File: src/rtl/iqueue_pkg.sv
// Shared instruction-queue types and default sizing, used by fetch, rename and the queue itself.
package iqueue_pkg;

  localparam int IQUEUE_DEPTH      = 16;
  localparam int IQUEUE_ADDR_WIDTH = $clog2(IQUEUE_DEPTH);

  typedef struct packed {
    logic [31:0] pc;
    logic [31:0] inst;
    logic        pred_taken;
    logic [31:0] pred_target;
  } iqueue_t;

endpackage

File: src/rtl/iqueue_ptr.sv
// Queue pointer carrying one wrap bit above the index; load (flush) wins over increment.
module iqueue_ptr #(
  parameter int W = 5
) (
  input  logic         clk,
  input  logic         rst,
  input  logic         inc,
  input  logic         load,
  input  logic [W-1:0] load_value,
  output logic [W-1:0] value
);

  always_ff @(posedge clk or posedge rst) begin
    if (rst) begin
      value <= '0;
    end else if (load) begin
      value <= load_value;
    end else if (inc) begin
      value <= value + W'(1);
    end
  end

endmodule

File: src/rtl/iqueue.sv
// In-order instruction queue between fetch and rename: first-word-fall-through head,
// single-cycle flush on redirect, sticky overflow/underflow diagnostics.
module iqueue
  import iqueue_pkg::*;
#(
  parameter int IQUEUE_DEPTH      = iqueue_pkg::IQUEUE_DEPTH,
  parameter int IQUEUE_ADDR_WIDTH = $clog2(IQUEUE_DEPTH),
  parameter int AFULL_SLACK       = 2
) (
  input  logic                         clk,
  input  logic                         rst,
  input  logic                         flush,
  input  logic                         iqueue_wen,
  input  iqueue_t                      iqueue_wdata,
  output logic                         iqueue_full,
  output logic                         iqueue_almost_full,
  input  logic                         iqueue_ren,
  output iqueue_t                      iqueue_rdata,
  output logic                         iqueue_empty,
  output logic [IQUEUE_ADDR_WIDTH:0]   iqueue_count,
  output logic                         iqueue_overflow,
  output logic                         iqueue_underflow
);

  localparam int PW = IQUEUE_ADDR_WIDTH + 1;
  localparam logic [PW-1:0] AFULL_LEVEL = PW'(IQUEUE_DEPTH - AFULL_SLACK);

  logic [PW-1:0] wptr;
  logic [PW-1:0] rptr;
  logic          write_ok;
  logic          read_ok;

  iqueue_t mem [IQUEUE_DEPTH];

  // Flags decode from registered pointers only; ren never relieves full in the same cycle.
  assign iqueue_empty       = (wptr == rptr);
  assign iqueue_full        = (wptr[IQUEUE_ADDR_WIDTH-1:0] == rptr[IQUEUE_ADDR_WIDTH-1:0]) &&
                              (wptr[IQUEUE_ADDR_WIDTH] != rptr[IQUEUE_ADDR_WIDTH]);
  assign iqueue_count       = wptr - rptr;
  assign iqueue_almost_full = (iqueue_count >= AFULL_LEVEL);

  assign write_ok = iqueue_wen && !iqueue_full && !flush;
  assign read_ok  = iqueue_ren && !iqueue_empty && !flush;

  iqueue_ptr #(.W(PW)) u_wptr (
    .clk        (clk),
    .rst        (rst),
    .inc        (write_ok),
    .load       (1'b0),
    .load_value ('0),
    .value      (wptr)
  );

  // Flush discards everything by pulling the read pointer up to the write pointer.
  iqueue_ptr #(.W(PW)) u_rptr (
    .clk        (clk),
    .rst        (rst),
    .inc        (read_ok),
    .load       (flush),
    .load_value (wptr),
    .value      (rptr)
  );

  always_ff @(posedge clk) begin
    if (write_ok) begin
      mem[wptr[IQUEUE_ADDR_WIDTH-1:0]] <= iqueue_wdata;
    end
  end

  assign iqueue_rdata = iqueue_empty ? iqueue_t'('0) : mem[rptr[IQUEUE_ADDR_WIDTH-1:0]];

  always_ff @(posedge clk or posedge rst) begin
    if (rst) begin
      iqueue_overflow  <= 1'b0;
      iqueue_underflow <= 1'b0;
    end else if (!flush) begin
      if (iqueue_wen && iqueue_full) begin
        iqueue_overflow <= 1'b1;
      end
      if (iqueue_ren && iqueue_empty) begin
        iqueue_underflow <= 1'b1;
      end
    end
  end

endmodule

File: config.mk
export PLATFORM = sky130hd
export DESIGN_NAME = iqueue
export DESIGN_NICKNAME = d
export VERILOG_FILES = /design/src/rtl/iqueue_pkg.sv /design/src/rtl/iqueue_ptr.sv /design/src/rtl/iqueue.sv
export SDC_FILE = /design/constraint.sdc
export NUM_CORES = 1
export LEC_CHECK = 0
export BUFFER_PORTS_ARGS = -buffer_cell sky130_fd_sc_hd__buf_2
export CAP_MARGIN = 20
export CORE_MARGIN = 4
export CORE_UTILIZATION = 45
export CTS_CLUSTER_SIZE = 12
export DETAILED_ROUTE_END_ITERATION = 8
export GPL_TIMING_DRIVEN = 0
export PLACE_DENSITY = 0.63
export SETUP_SLACK_MARGIN = 0.1
export SLEW_MARGIN = 20
export SYNTH_ARGS = -nofsm -noshare
export SYNTH_HDL_FRONTEND = slang
export SYNTH_SLANG_ARGS = --single-unit
File: constraint.sdc
create_clock -name clk -period 26.4 [get_ports clk]
set_clock_uncertainty 0.05 [all_clocks]
set_input_delay 2.64 -clock clk [delete_from_list [all_inputs] [get_ports clk]]
set_output_delay 2.64 -clock clk [all_outputs]
set_load 0.1 [all_outputs]
==> flow_summary.ini, run 1 <==
[layout]
area_growth_pct = 17.1
most_used_cells_in_the_layout_excluding_fill_and_tap_cells = sky130_fd_sc_hd__edfxtp_1, sky130_fd_sc_hd__mux4_2, sky130_fd_sc_hd__buf_2
final_net_count = 3083
drive_above_1_share = 0.360
stdcell_area_sq_um = 69900
final_common_cell = sky130_fd_sc_hd__edfxtp_1

[placed_design]
gp_congestion = 0.756
io_buffers = 207
hpwl_detailed_microns = 94500
dpl_cell_area_sq_um = 65100

[clock_network]
post_cts_buffers = 0
cts_hold_buffers = 0
insertion_delay_ns = 0.75
clock_sinks = 1564
cts_max_level = 4
ctsLongestPathBuffers = 3
cts_tree = done
clockRootBuffer = sky130_fd_sc_hd__clkbuf_16
post_cts_resized = 0
tritoncts.num_buffers = 161
cts.reportedPaths.clkPinSlew_ns = 0.06

[drt]
routed_via_density = 5.82
dr.pass1.iters = 5
residual_drc = 0
route.antenna.remaining_nets = 0
postRouteWirelength_microns = 143000
drt_iter0_markers = 3043
via_count = 28200
post_drt_wl_per_cell_microns = 29.6

[yosys]
synth_sequential_area_ratio = 0.786
yosys_warnings = 0
synth.distinct_cells = 41
ys_ff_latch = 1564
synth_fp_nets = 2582
post_synth.cell_area_avg_sq_um = 24.2
postSynth.asyncResetShare = 0.00767
post_synth_inst_count = 2470
synth-edff-count = 1552
dominantRegCellSynth = sky130_fd_sc_hd__edfxtp_1
synth_area_sq_um = 59700

[power_and_ir_drop]
vdd_ir_drop_max_uv = 363
total_power_per_unit_cell_area_nw_per_um2 = 123
power_leakage_uw = 0.0222

[grt]
gr-usage-met3 = 0.0523
busiest_layer = met2
global_route.usage.met2 = 0.341
grt_start_max_net_pins = 24
globalRouteTotalUtil = 0.208
met1_usage = 0.283
first_pass_grt_wire_length_microns = 206000
via_count_of_the_first_global_routing_pass = 29500
number_of_antenna_violations_at_the_first_check_in_global_routing = 29
grt_overflow_total = 0

[sta]
totalNegativeSetupSlack_ns = 0
finalSetupViolCount = 0
fin_crit_ns = 9.15
grt_setup_unrepaired = no
report.final.slew_viol_count = 0
hold_viol_final = 0
max_freq_ghz = 0.109
timing.slew.headroom = 0.274
worst_pin_slew_ns = 1.08
final_period_utilization = 0.347

[worst_setup_path]
crit_path_start_kind = flip-flop
critical_path_endpoint_category = output pin
critical_path_peak_fanout = 10
critPathKind = flip-flop to output pin
timing.critical_path.required_ns = 23.71
critical_path_arrival_ns = 6.46

[floorplan]
io_pins = 209
start_util = 0.453
fp-row-count = 133
design.core.area_sq_um = 132000
die_width_microns = 372
die_area_sq_um = 139000
chipHeight_microns = 372

[run_status]
status = completed

[hold_path]
min_path_type = flip-flop to flip-flop

[flow_run]
max_cap_violations = 0
==> synthesized netlist by cell type, drive strengths merged (9+ instances only) <==
| master | count | area share |
|---|---|---|
| ha | 9 | 0.0019 |
| and2b | 12 | 0.0015 |
| clkbuf | 54 | 0.0034 |
| nor2 | 15 | 0.0010 |
| edfxtp | 1552 | 0.78 |
| a221o | 96 | 0.016 |
| mux4 | 388 | 0.15 |
| inv | 9 | 0.00057 |
| nand2 | 11 | 0.00069 |
| dfrtp | 12 | 0.0050 |
| buf | 79 | 0.0086 |
| nor2b | 86 | 0.0090 |
| mux2 | 97 | 0.018 |
==> per-stage QoR <==
step | utilization | setup slack, ns | cells | hold WS (ns) | power [uW]
final | 0.531 | 17.25 | 4840 | 0.419 | 8610
after CTS | 0.531 | 17.20 | 4828 | 0.419 | 8710
after floorplan | - | 15.56 | 2470 | 0.473 | 5710
after global routing | 0.531 | 17.06 | 4829 | 0.447 | 8920
after detailed placement | 0.494 | 18.00 | 4563 | 0.400 | 6630
after global placement | 0.478 | 6.75 | 4432 | 0.396 | 6590
==> metal layers <==
metal	vias to the layer above	share of wire
li1	11700	-
met1	15100	0.40
met2	1114	0.50
met3	249	0.082
met4	8	0.023
met5	-	0.00038
==> critical path, cell delays in order, from the launching register on <==
cell,delay [ns]
sky130_fd_sc_hd__dfrtp_1,0.45
sky130_fd_sc_hd__buf_2,0.19
sky130_fd_sc_hd__buf_6,0.24
sky130_fd_sc_hd__buf_6,0.27
sky130_fd_sc_hd__buf_2,0.36
sky130_fd_sc_hd__buf_2,0.54
sky130_fd_sc_hd__inv_1,0.30
sky130_fd_sc_hd__ha_1,0.44
sky130_fd_sc_hd__nand4_4,0.18
sky130_fd_sc_hd__o211ai_2,0.84
sky130_fd_sc_hd__buf_4,0.40
sky130_fd_sc_hd__clkbuf_1,0.58
sky130_fd_sc_hd__and2b_1,0.26
sky130_fd_sc_hd__a221o_1,0.30
sky130_fd_sc_hd__buf_2,0.31
==> power by group <==
part	internal [uW]	switching (uW)
registers	2860	32.3
clock network	1180	892
logic	1050	2590
total	5090	3520
==> registers in the layout, indices dropped and copies added, names as in the netlist <==
signal	cells
mem	1552
u_rptr.value	5
u_wptr.value	5
iqueue_overflow	1
iqueue_underflow	1
==> kinds of logic after synthesis <==
kind of cell,synth area share
flip-flops,0.786
XOR/XNOR,0.00189
buffers and inverters,0.0126
AO/OA/AOI/OAI,0.0184
adder cells (fa/ha/maj),0.00222
AND/OR/NAND/NOR,0.0141
multiplexers,0.165
==> path summary, 6_finish.rpt <==
kind / from / endpoint / slack [ns] / depth (start not counted)
worst min register to register: iqueue_overflow$_DFFE_PP0P_ / iqueue_overflow$_DFFE_PP0P_ / 0.42 / 1
worst max-delay path: u_rptr.value[1]$_DFFE_PP0P_ / iqueue_rdata[57] / 17.25 / 14
worst max register to register: u_rptr.value[1]$_DFFE_PP0P_ / mem[0][80]$_DFFE_PP_ / 20.32 / 16
worst min-delay path: iqueue_overflow$_DFFE_PP0P_ / iqueue_overflow$_DFFE_PP0P_ / 0.42 / 1
min in group asynchronous: rst / iqueue_underflow$_DFFE_PP0P_ / 1.85 / 2
max in group asynchronous: rst / u_rptr.value[1]$_DFFE_PP0P_ / 24.13 / 2
==> final cells by class <==
type | count | area [sq um]
Antenna cell | 12 | 30.0
Buffer | 133 | 718
Clock buffer | 208 | 4310
Clock inverter | 57 | 444
Fill cell | 9890 | 61800
Inverter | 9 | 33.8
Multi-Input combinational cell | 764 | 12100
Sequential cell | 1564 | 46900
Tap cell | 1755 | 2200
Timing Repair Buffer | 338 | 3090
Note: power is estimated with default switching activity, not from simulation.
==> run 2: changes to the inputs <==
clock period = 8.51 ns   (was 26.4 ns; I/O delays follow)
==> run 2 against run 1 <==
Against the previous run:
- clock power increased to 3.0 times the previous value
- core utilization is 0.22 points higher
- final area grew 0.41%
- final cell count decreased by 0.66%
- critical endpoint is now iqueue_rdata[94]
- clock-buffer cell count up 3
- via count up 0.22%
- sequential power grew to 3.1 times the previous value
- global-route usage is 0.55 points higher
- critical path depth is the same
- non-clock buffer count fell by 15
==> flow_summary.ini, run 2 (same netlist as run 1, synthesis figures left out) <==
[drt]
via_count = 28200
postRouteWirelength_microns = 147000
drt_iter0_markers = 3394
routed_via_density = 5.87
post_drt_wl_per_cell_microns = 30.6
route.antenna.remaining_nets = 0
dr.pass1.iters = 5
residual_drc = 0

[sta]
max_freq_ghz = 0.142
hold_viol_final = 0
final_period_utilization = 0.829
worst_pin_slew_ns = 1.15
report.final.slew_viol_count = 0
holdWs_ns = 0.106
finalSetupViolCount = 0
timing.slew.headroom = 0.233
grt_setup_unrepaired = no
fin_crit_ns = 7.05
setup_ws_ns = 1.46

[grt]
first_pass_grt_wire_length_microns = 211000
number_of_antenna_violations_at_the_first_check_in_global_routing = 26
via_count_of_the_first_global_routing_pass = 29700
grt_start_max_net_pins = 20
grt_overflow_total = 0
globalRouteTotalUtil = 0.214

[clock_network]
tritoncts.num_buffers = 157
cts.reportedPaths.clkPinSlew_ns = 0.06
cts_hold_buffers = 0
post_cts_resized = 0
clockRootBuffer = sky130_fd_sc_hd__clkbuf_16
clock_sinks = 1564
cts_max_level = 4
ctsLongestPathBuffers = 3
cts_tree = done
insertion_delay_ns = 0.76
post_cts_buffers = 0

[layout]
final_common_cell = sky130_fd_sc_hd__edfxtp_1
stdcell_area_sq_um = 70200
drive_above_1_share = 0.354
most_used_cells_in_the_layout_excluding_fill_and_tap_cells = sky130_fd_sc_hd__edfxtp_1, sky130_fd_sc_hd__mux4_2, sky130_fd_sc_hd__buf_2
area_growth_pct = 17.5
fin_cells = 4808
final_net_count = 3064
flip_flop_count_of_the_largest_register_all_copies_and_words_added = 1552

[worst_setup_path]
crit-reg2reg-launch = u_rptr.value[1]$_DFFE_PP0P_
crit_path_start_kind = flip-flop
critical_path_arrival_ns = 6.15
worst_setup_path_startpoint = u_rptr.value[1]$_DFFE_PP0P_
timing.critical_path.required_ns = 7.61
critical_path_peak_fanout = 10
critPathKind = flip-flop to output pin
critical_path_endpoint_category = output pin

[placed_design]
io_buffers = 207
preCtsSetupSlack_ns = 2.29
hpwl_detailed_microns = 97100
dpl_cell_area_sq_um = 65600
place_inst = 4548
gp_congestion = 0.754

[flow_run]
max_cap_violations = 0

[floorplan]
die_width_microns = 372
design.core.area_sq_um = 132000
fp-row-count = 133
start_util = 0.453
io_pins = 209
chipHeight_microns = 372
die_area_sq_um = 139000

[power_and_ir_drop]
power_leakage_uw = 0.0222
power.sequential.fraction = 0.336
pwr-share-clk = 0.235
power.combinational.fraction = 0.429
intPower_uw = 15700
share_of_total_power_consumed_by_net_switching = 0.411
net_switching_uw = 11000
vdd_ir_drop_max_uv = 396
total_power_per_unit_cell_area_nw_per_um2 = 381

[hold_path]
min_path_type = primary input to async pin

[run_status]
status = completed
==> run 2: cell type report <==
| type | count | area [sq um] |
|---|---|---|
| clock buffers | 211 | 4330 |
| multi-input cells | 764 | 12200 |
| flip-flops and latches | 1564 | 46900 |
| repair buffers | 323 | 3540 |
| inverters | 9 | 33.8 |
| well taps | 1755 | 2200 |
| diodes | 13 | 32.5 |
| fillers | 9820 | 61500 |
| plain buffers | 133 | 718 |
| clock inverters | 36 | 229 |
==> run 2: metal layers <==
| layer | GRT usage | wire length [microns] | share of wire |
|---|---|---|---|
| met1 | 0.289 | 58200 | 0.40 |
| met2 | 0.356 | 73900 | 0.50 |
| met3 | 0.0426 | 11200 | 0.076 |
| met4 | 0.0598 | 3880 | 0.026 |
| met5 | 0 | 75 | 0.00051 |
==> run 2: power by group through the flow <==
| stage | clock network [uW] | logic [uW] | registers (uW) |
|---|---|---|---|
| after floorplan | 0 | 8520 | 9190 |
| after global placement | 0 | 11200 | 9240 |
| after CTS | 6390 | 11600 | 8970 |
| after global routing | 6720 | 11900 | 8990 |
| final | 6280 | 11500 | 8970 |
| after detailed placement | 0 | 11600 | 9130 |
==> run 2: worst max-delay path, stage by stage, from the launching register on <==
cell and delay, ns:
sky130_fd_sc_hd__dfrtp_1 0.34, sky130_fd_sc_hd__buf_2 0.14, sky130_fd_sc_hd__buf_6 0.28, sky130_fd_sc_hd__buf_6 0.29, sky130_fd_sc_hd__buf_2 0.41, sky130_fd_sc_hd__buf_2 0.45
sky130_fd_sc_hd__inv_1 0.21, sky130_fd_sc_hd__ha_1 0.40, sky130_fd_sc_hd__nand4_4 0.17, sky130_fd_sc_hd__nor2_2 0.12, sky130_fd_sc_hd__nor3_2 0.85, sky130_fd_sc_hd__buf_2 0.53
sky130_fd_sc_hd__buf_4 0.31, sky130_fd_sc_hd__a221o_1 0.36, sky130_fd_sc_hd__buf_2 0.49
==> run 2: path summary, 6_finish.rpt <==
| check | end | slack, ns | cells after the start |
|---|---|---|---|
| worst max-delay path | iqueue_rdata[94] | 1.46 | 14 |
| worst min register to register | iqueue_overflow$_DFFE_PP0P_ | 0.42 | 1 |
| worst max register to register | mem[0][16]$_DFFE_PP_ | 2.98 | 15 |
| worst min-delay path | u_wptr.value[4]$_DFFE_PP0P_ | 0.11 | 2 |
| max in group asynchronous | iqueue_overflow$_DFFE_PP0P_ | 7.90 | 2 |
| min in group clk | mem[1][51]$_DFFE_PP_ | 0.42 | 1 |
==> run 2: metrics by stage <==
step / utilization / total power [uW] / setup TNS, ns
6_report: 0.533 / 26700 / 0
5_1_grt: 0.533 / 27600 / 0
4_1_cts: 0.533 / 27000 / 0
3_5_place_dp: 0.498 / 20700 / 0
3_3_place_gp: 0.478 / 20500 / -6770.59
2_1_floorplan: - / 17700 / 0
